[src/rtl/rx_lane_deskew_ctrl.sv]
// rx_lane_deskew_ctrl
//   Receive-side lane alignment controller for a 4-lane 40GBASE-R PCS.
//   Measures inter-lane skew from raw alignment-marker arrivals, programs
//   the per-lane delay lines, then confirms that deskewed markers arrive
//   coincident and periodic before raising align_status.
//
// Ports
//   clk            core clock
//   reset_n        async active-low reset
//   in_valid       all lanes present a new block this cycle (gates counting)
//   block_locked   per-lane block_sync lock
//   marker_detect  raw per-lane marker flags (before delay lines)
//   am_deskewed    per-lane marker flags after delay lines
//   delay_sel      lane i delay in blocks at [i*DW +: DW]
//   delay_load     one-cycle strobe, delay lines capture delay_sel
//   align_status   lanes deskewed and marker period confirmed
//   deskew_error   one-cycle pulse on any alignment failure

// Per-lane offset capture and delay computation.
module rx_deskew_lane #(
  parameter int DW = 3
) (
  input  logic [DW-1:0] offset,
  input  logic          capture,
  input  logic [DW-1:0] stamp,
  input  logic [DW-1:0] max_off,
  output logic [DW-1:0] offset_nxt,
  output logic [DW-1:0] delay
);
  assign offset_nxt = capture ? stamp : offset;
  // Latest lane gets zero delay; earlier lanes wait for it.
  assign delay      = max_off - offset_nxt;
endmodule

module rx_lane_deskew_ctrl #(
  parameter  int AM_PERIOD   = 16384,
  parameter  int MAX_SKEW    = 7,
  parameter  int LOSS_THRESH = 3,
  localparam int DW          = $clog2(MAX_SKEW+1)
) (
  input  logic            clk,
  input  logic            reset_n,
  input  logic            in_valid,
  input  logic [3:0]      block_locked,
  input  logic [3:0]      marker_detect,
  input  logic [3:0]      am_deskewed,
  output logic [4*DW-1:0] delay_sel,
  output logic            delay_load,
  output logic            align_status,
  output logic            deskew_error
);
  localparam int NUM_LANES = 4;
  localparam int PW        = $clog2(AM_PERIOD);
  localparam int BW        = $clog2(LOSS_THRESH+1);

  typedef enum logic [2:0] {
    WAIT_LOCK, WAIT_FIRST, COLLECT, LOAD, VERIFY, ALIGNED
  } state_t;

  state_t                             state;
  logic [NUM_LANES-1:0]               seen;
  logic [DW-1:0]                      skew_cnt;
  logic [NUM_LANES-1:0][DW-1:0]       offset;
  logic [NUM_LANES-1:0][DW-1:0]       delay_sel_q;
  logic [PW-1:0]                      pcnt;
  logic                               phase_valid;
  logic [1:0]                         good_cnt;
  logic [BW-1:0]                      bad_cnt;

  logic [NUM_LANES-1:0][DW-1:0]       offset_nxt;
  logic [NUM_LANES-1:0][DW-1:0]       delay_nxt;
  logic [NUM_LANES-1:0]               capture;
  logic [NUM_LANES-1:0]               seen_nxt;
  logic [NUM_LANES-1:0]               md_rep;
  logic [DW-1:0]                      skew_inc;
  logic [DW-1:0]                      stamp;
  logic [DW-1:0]                      max_off;
  logic [BW-1:0]                      bad_inc;
  logic                               am_full, am_any, slot, ali_bad;

  assign delay_sel = delay_sel_q;
  assign skew_inc  = skew_cnt + 1'b1;
  assign bad_inc   = bad_cnt + 1'b1;
  assign am_full   = &am_deskewed;
  assign am_any    = |am_deskewed;
  assign slot      = phase_valid && (pcnt == PW'(AM_PERIOD-1));
  // In ALIGNED a slot is bad when F is missing, or any marker shows off-slot.
  assign ali_bad   = slot ? !am_full : am_any;
  assign md_rep    = marker_detect & seen;

  always_comb begin
    capture  = '0;
    stamp    = '0;
    seen_nxt = seen | marker_detect;
    if (in_valid && state == WAIT_FIRST) begin
      capture  = marker_detect;
      seen_nxt = marker_detect;
    end else if (in_valid && state == COLLECT) begin
      capture  = marker_detect & ~seen;
      stamp    = skew_inc;
    end
  end

  // Max is taken over next offsets so delays can be registered on the
  // very edge that completes seen.
  always_comb begin
    max_off = '0;
    for (int i = 0; i < NUM_LANES; i++)
      if (offset_nxt[i] > max_off) max_off = offset_nxt[i];
  end

  for (genvar g = 0; g < NUM_LANES; g++) begin : g_lane
    rx_deskew_lane #(.DW(DW)) u_lane (
      .offset     (offset[g]),
      .capture    (capture[g]),
      .stamp      (stamp),
      .max_off    (max_off),
      .offset_nxt (offset_nxt[g]),
      .delay      (delay_nxt[g])
    );
  end

  always_ff @(posedge clk or negedge reset_n) begin
    if (!reset_n) begin
      state        <= WAIT_LOCK;
      seen         <= '0;
      skew_cnt     <= '0;
      offset       <= '0;
      delay_sel_q  <= '0;
      pcnt         <= '0;
      phase_valid  <= 1'b0;
      good_cnt     <= '0;
      bad_cnt      <= '0;
      delay_load   <= 1'b0;
      align_status <= 1'b0;
      deskew_error <= 1'b0;
    end else begin
      delay_load   <= 1'b0;
      deskew_error <= 1'b0;
      if (block_locked != 4'hF) begin
        // Lock loss beats every marker event; delay_sel is kept.
        state        <= WAIT_LOCK;
        align_status <= 1'b0;
        seen         <= '0;
        skew_cnt     <= '0;
        phase_valid  <= 1'b0;
        good_cnt     <= '0;
        bad_cnt      <= '0;
      end else begin
        unique case (state)
          WAIT_LOCK: state <= WAIT_FIRST;
          WAIT_FIRST: if (in_valid && |marker_detect) begin
            offset   <= offset_nxt;
            seen     <= seen_nxt;
            skew_cnt <= '0;
            if (&seen_nxt) begin
              state       <= LOAD;
              delay_sel_q <= delay_nxt;
              delay_load  <= 1'b1;
            end else begin
              state <= COLLECT;
            end
          end
          COLLECT: if (in_valid) begin
            skew_cnt <= skew_inc;
            offset   <= offset_nxt;
            seen     <= seen_nxt;
            if (|md_rep) begin
              // Repeat flag wins even if it would also complete seen.
              deskew_error <= 1'b1;
              seen         <= '0;
              state        <= WAIT_FIRST;
            end else if (&seen_nxt) begin
              state       <= LOAD;
              delay_sel_q <= delay_nxt;
              delay_load  <= 1'b1;
            end else if (skew_inc == DW'(MAX_SKEW)) begin
              deskew_error <= 1'b1;
              seen         <= '0;
              state        <= WAIT_FIRST;
            end
          end
          LOAD: begin
            good_cnt    <= '0;
            phase_valid <= 1'b0;
            state       <= VERIFY;
          end
          VERIFY: if (in_valid) begin
            if (!phase_valid) begin
              if (am_full) begin
                phase_valid <= 1'b1;
                pcnt        <= '0;
                good_cnt    <= 2'd1;
              end else if (am_any) begin
                deskew_error <= 1'b1;
                seen         <= '0;
                state        <= WAIT_FIRST;
              end else begin
                pcnt <= pcnt + 1'b1;
              end
            end else if (slot) begin
              pcnt <= '0;
              if (am_full) begin
                good_cnt <= good_cnt + 1'b1;
                if (good_cnt == 2'd1) begin
                  state        <= ALIGNED;
                  align_status <= 1'b1;
                  bad_cnt      <= '0;
                end
              end else begin
                deskew_error <= 1'b1;
                seen         <= '0;
                state        <= WAIT_FIRST;
              end
            end else if (am_any) begin
              deskew_error <= 1'b1;
              seen         <= '0;
              state        <= WAIT_FIRST;
            end else begin
              pcnt <= pcnt + 1'b1;
            end
          end
          ALIGNED: if (in_valid) begin
            // Phase is never re-established here: pcnt wraps only at slots.
            pcnt <= slot ? '0 : pcnt + 1'b1;
            if (!ali_bad) begin
              if (slot) bad_cnt <= '0;
            end else if (bad_inc >= BW'(LOSS_THRESH)) begin
              align_status <= 1'b0;
              deskew_error <= 1'b1;
              bad_cnt      <= '0;
              seen         <= '0;
              state        <= WAIT_FIRST;
            end else begin
              bad_cnt <= bad_inc;
            end
          end
          default: state <= WAIT_LOCK;
        endcase
      end
    end
  end

endmodule

[config.mk]
export PLATFORM = sky130hd
export DESIGN_NAME = rx_lane_deskew_ctrl
export DESIGN_NICKNAME = d
export VERILOG_FILES = /design/src/rtl/rx_lane_deskew_ctrl.sv
export SDC_FILE = /design/constraint.sdc
export NUM_CORES = 1
export LEC_CHECK = 0
export ABC_AREA = 1
export CAP_MARGIN = 20
export CORE_MARGIN = 10
export CORE_UTILIZATION = 60
export CTS_CLUSTER_SIZE = 25
export DETAILED_ROUTE_END_ITERATION = 12
export PLACE_DENSITY = 0.91
export SLEW_MARGIN = 20
export SYNTH_ARGS = -nofsm -noshare
export SYNTH_HDL_FRONTEND = slang
export SYNTH_SLANG_ARGS = --single-unit
[constraint.sdc]
create_clock -name clk -period 6.1 [get_ports clk]
set_input_delay 1.22 -clock clk [delete_from_list [all_inputs] [get_ports clk]]
set_output_delay 1.22 -clock clk [all_outputs]
set_load 0.1 [all_outputs]
==> metrics.md <==
| Metric | Value |
|---|---|
| Layout Nets | 654 |
| Largest net degree at the start of global routing | 57 |
| Final TNS setup | 0 ps |
| CTS sink cnt | 56 |
| Non-filler instance count after layout | 700 |
| ANT nets after route | 0 |
| Crit end category | flip-flop |
| Top cell by count, worst path | nand2_1 |
| CP required | 6330 ps |
| Clock Latency Late Sink | 320 ps |
| Synth Cell Area | 0.00411 mm² |
| # port buffers | 29 |
| Die Wd | 103 µm |
| CP max stage delay | 450 ps |
| Slew HR | 0.309 |
| RePlAce Congestion | 0.957 |
| Crit path kind | primary input to flip-flop |
| Share of layout cells above drive strength 1 | 0.200 |
| First-pass GRT wire length | 17.6 mm |
| Initial antenna violation count | 0 |
| Vias in the first global route | 4031 |
| Initial DRC count | 332 |
| Cts hold-fix bufs | 0 |
| Final Max Slew Viols | 0 |
| Final wirelength | 10.5 mm |
| Final hold viol count | 0 |
| Setup-failing EPs final | 0 |
| Maximum vdd drop | 0.0809 mV |
| Via density | 5.88 |
| Post-synthesis sequential area ratio | 0.341 |
| Router iterations before antenna repair | 6 |
| FP Rows | 30 |
| Max Freq | 173 MHz |
| EDFF count, synth | 0 |
| Clock Skew | 10.4 ps |
| Hold_ws | 480 ps |
| Leakage | 2.45 nW |
| Core area | 0.00672 mm² |
| Total congestion overflow | 0 |
| Crit share post-route | 0.949 |
| H-tree depth | 2 |
| Max Cap Viol | 0 |
| Seq cells post-synth | 56 |
| Crit path max-delay cell type | clkdlybuf4s50_1 |
| CP Launch Type | primary input |
| Cells after DPL | 692 |
| TritonCTS clock tree | built |
| Die area | 0.0106 mm² |
| Clock Tree Buf Depth | 2 |
| Post-synthesis async set-or-reset flop share | 1.00 |
| Syn avg cell area | 7.39 µm² |
| Area Overhead vs Synth | 18.9% |
| Critical path peak fanout | 5 |
| Top_reg_cell synth | dfrtp_1 |
| Root Driver | clkbuf_8 |
| Pwr Density | 149 mW/mm² |
| Status | finished, final reports clean |
| Vias | 4113 |
| Die Height | 103 µm |
| Worst Hold Class | flip-flop to flip-flop |
| Most frequent cells in the layout | nand2_1 (138), inv_1 (76), dfrtp_1 (56) |
| Clock transition at path regs | 110 ps |
| Synthesis Warnings | 0 |
| Synth Net Count | 591 |
| WL/cell | 15.0 µm |
| Io pins | 30 |
| Data arrival time of the worst path | 6020 ps |
| Tmin final | 5790 ps |
| Initial Utilization | 0.611 |
| Synthesized instance count | 556 |
| Ant diodes | 0 |
| DRC | 0 |
| CTS Buf Count | 5 |
| Slew @ Worst Pin | 1030 ps |
| Post-synth cell types | 46 |
| Gr usage total | 0.203 |
| Most common cell after layout, fill and taps aside | nand2_1 |
| Post-DP HPWL | 8.08 mm |
[path summary, 6_finish.rpt]
kind,startpoint,to,slack [ps],cells after the start
max in group asynchronous,reset_n,pcnt[10]$_DFFE_PN0P_,4630,2
min in group asynchronous,reset_n,seen[1]$_DFFE_PN0P_,1020,2
worst min register to register,align_status$_DFFE_PN0P_,align_status$_DFFE_PN0P_,480,2
worst max register to register,state[0]$_DFFE_PN0P_,delay_sel[5]$_DFFE_PN0P_,840,37
worst max-delay path,marker_detect[1],delay_sel[5]$_DFFE_PN0P_,310,37
worst min-delay path,align_status$_DFFE_PN0P_,align_status$_DFFE_PN0P_,480,2
[report_power, final]
part | leakage (nW) | switching, W | internal [W]
Combinational | 1.68 | 0.0000798 | 0.0000561
Sequential | 0.713 | 0.00000133 | 0.000373
Clock | 0.0485 | 0.000133 | 0.0000828
Total | 2.45 | 0.000214 | 0.000512
[cell usage after synthesis (2+ instances only)]
cell / number / area share
a21oi_1: 12 / 0.015
a21oi_2: 2 / 0.0043
a31oi_1: 6 / 0.0091
buf_2: 2 / 0.0024
clkbuf_1: 3 / 0.0027
dfrtp_1: 56 / 0.34
fa_1: 4 / 0.019
ha_1: 16 / 0.049
inv_1: 78 / 0.071
inv_2: 11 / 0.010
nand2_1: 140 / 0.13
nand2_2: 15 / 0.023
nand2_4: 5 / 0.014
nand3_1: 39 / 0.048
nand3_2: 6 / 0.015
nand4_1: 9 / 0.014
nand4_4: 2 / 0.010
nor2_1: 29 / 0.026
nor2_2: 8 / 0.012
nor2_4: 3 / 0.0082
nor3_1: 7 / 0.0085
nor3_2: 4 / 0.0097
o211ai_2: 2 / 0.0061
o21ai_0: 27 / 0.033
o21ai_1: 24 / 0.029
o22ai_1: 11 / 0.017
o311ai_0: 4 / 0.0085
o32ai_1: 3 / 0.0064
or2_2: 2 / 0.0030
xnor2_1: 2 / 0.0043
xor2_1: 9 / 0.019
[final cells by class]
type	count	area [µm²]
fillers	472	1830
clock inverters	3	22.5
multi-input cells	404	2420
repair buffers	62	528
inverters	90	340
flip-flops and latches	56	1400
well taps	80	100
clock buffers	5	68.8
[kinds of logic after synthesis]
logic type,synth area share
AO/OA/AOI/OAI,0.147
multiplexers,0.00244
AND/OR/NAND/NOR,0.328
adder cells (fa/ha/maj),0.0682
XOR/XNOR,0.0235
buffers and inverters,0.0899
flip-flops,0.341
[stage by stage]
| step | area (µm²) | util | setup slack, ps | total power, W |
|---|---|---|---|---|
| 4_1_cts | 4800 | 0.715 | 124 | 0.000723 |
| 3_5_place_dp | 4710 | 0.701 | -405 | 0.000509 |
| 6_report | 4880 | 0.727 | 309 | 0.000726 |
| 2_1_floorplan | 4110 | - | 156 | 0.000449 |
| 5_1_grt | 4880 | 0.727 | -42.4 | 0.000763 |
| 3_3_place_gp | 4710 | 0.701 | -41.1 | 0.000504 |
[per-layer routing]
layer,GRT usage,wire length (µm)
met2,0.354,5220
met1,0.243,4160
met4,0.0727,192
met5,0,0
met3,0.0382,948
[repair_timing]
| item | 4_1_cts | 5_1_grt |
|---|---|---|
| resized for setup | 1 | 21 |
| endpoints found under the setup margin | 3 | 8 |
| setup buffers | 0 | 0 |
| cloned | 0 | 0 |
| pin swaps | 0 | 8 |
[sequential cells by signal, indices dropped and copies added (netlist names)]
signal        flops
phase_valid       1
align_status      1
deskew_error      1
bad_cnt           2
delay_load        1
delay_sel        12
pcnt             14
skew_cnt          3
offset           12
good_cnt          2
seen              4
state             3
[worst max-delay path, delay by kind of cell]
family                     cells  cell delay, ps
and+or+nand+nor               18            1690
AOI/OAI and AO/OA              5             660
buffers and inverters          8             990
adders and majority gates      5            1240
xor gates and xnor gates       1             190
Power figures use the tool's default switching activity.
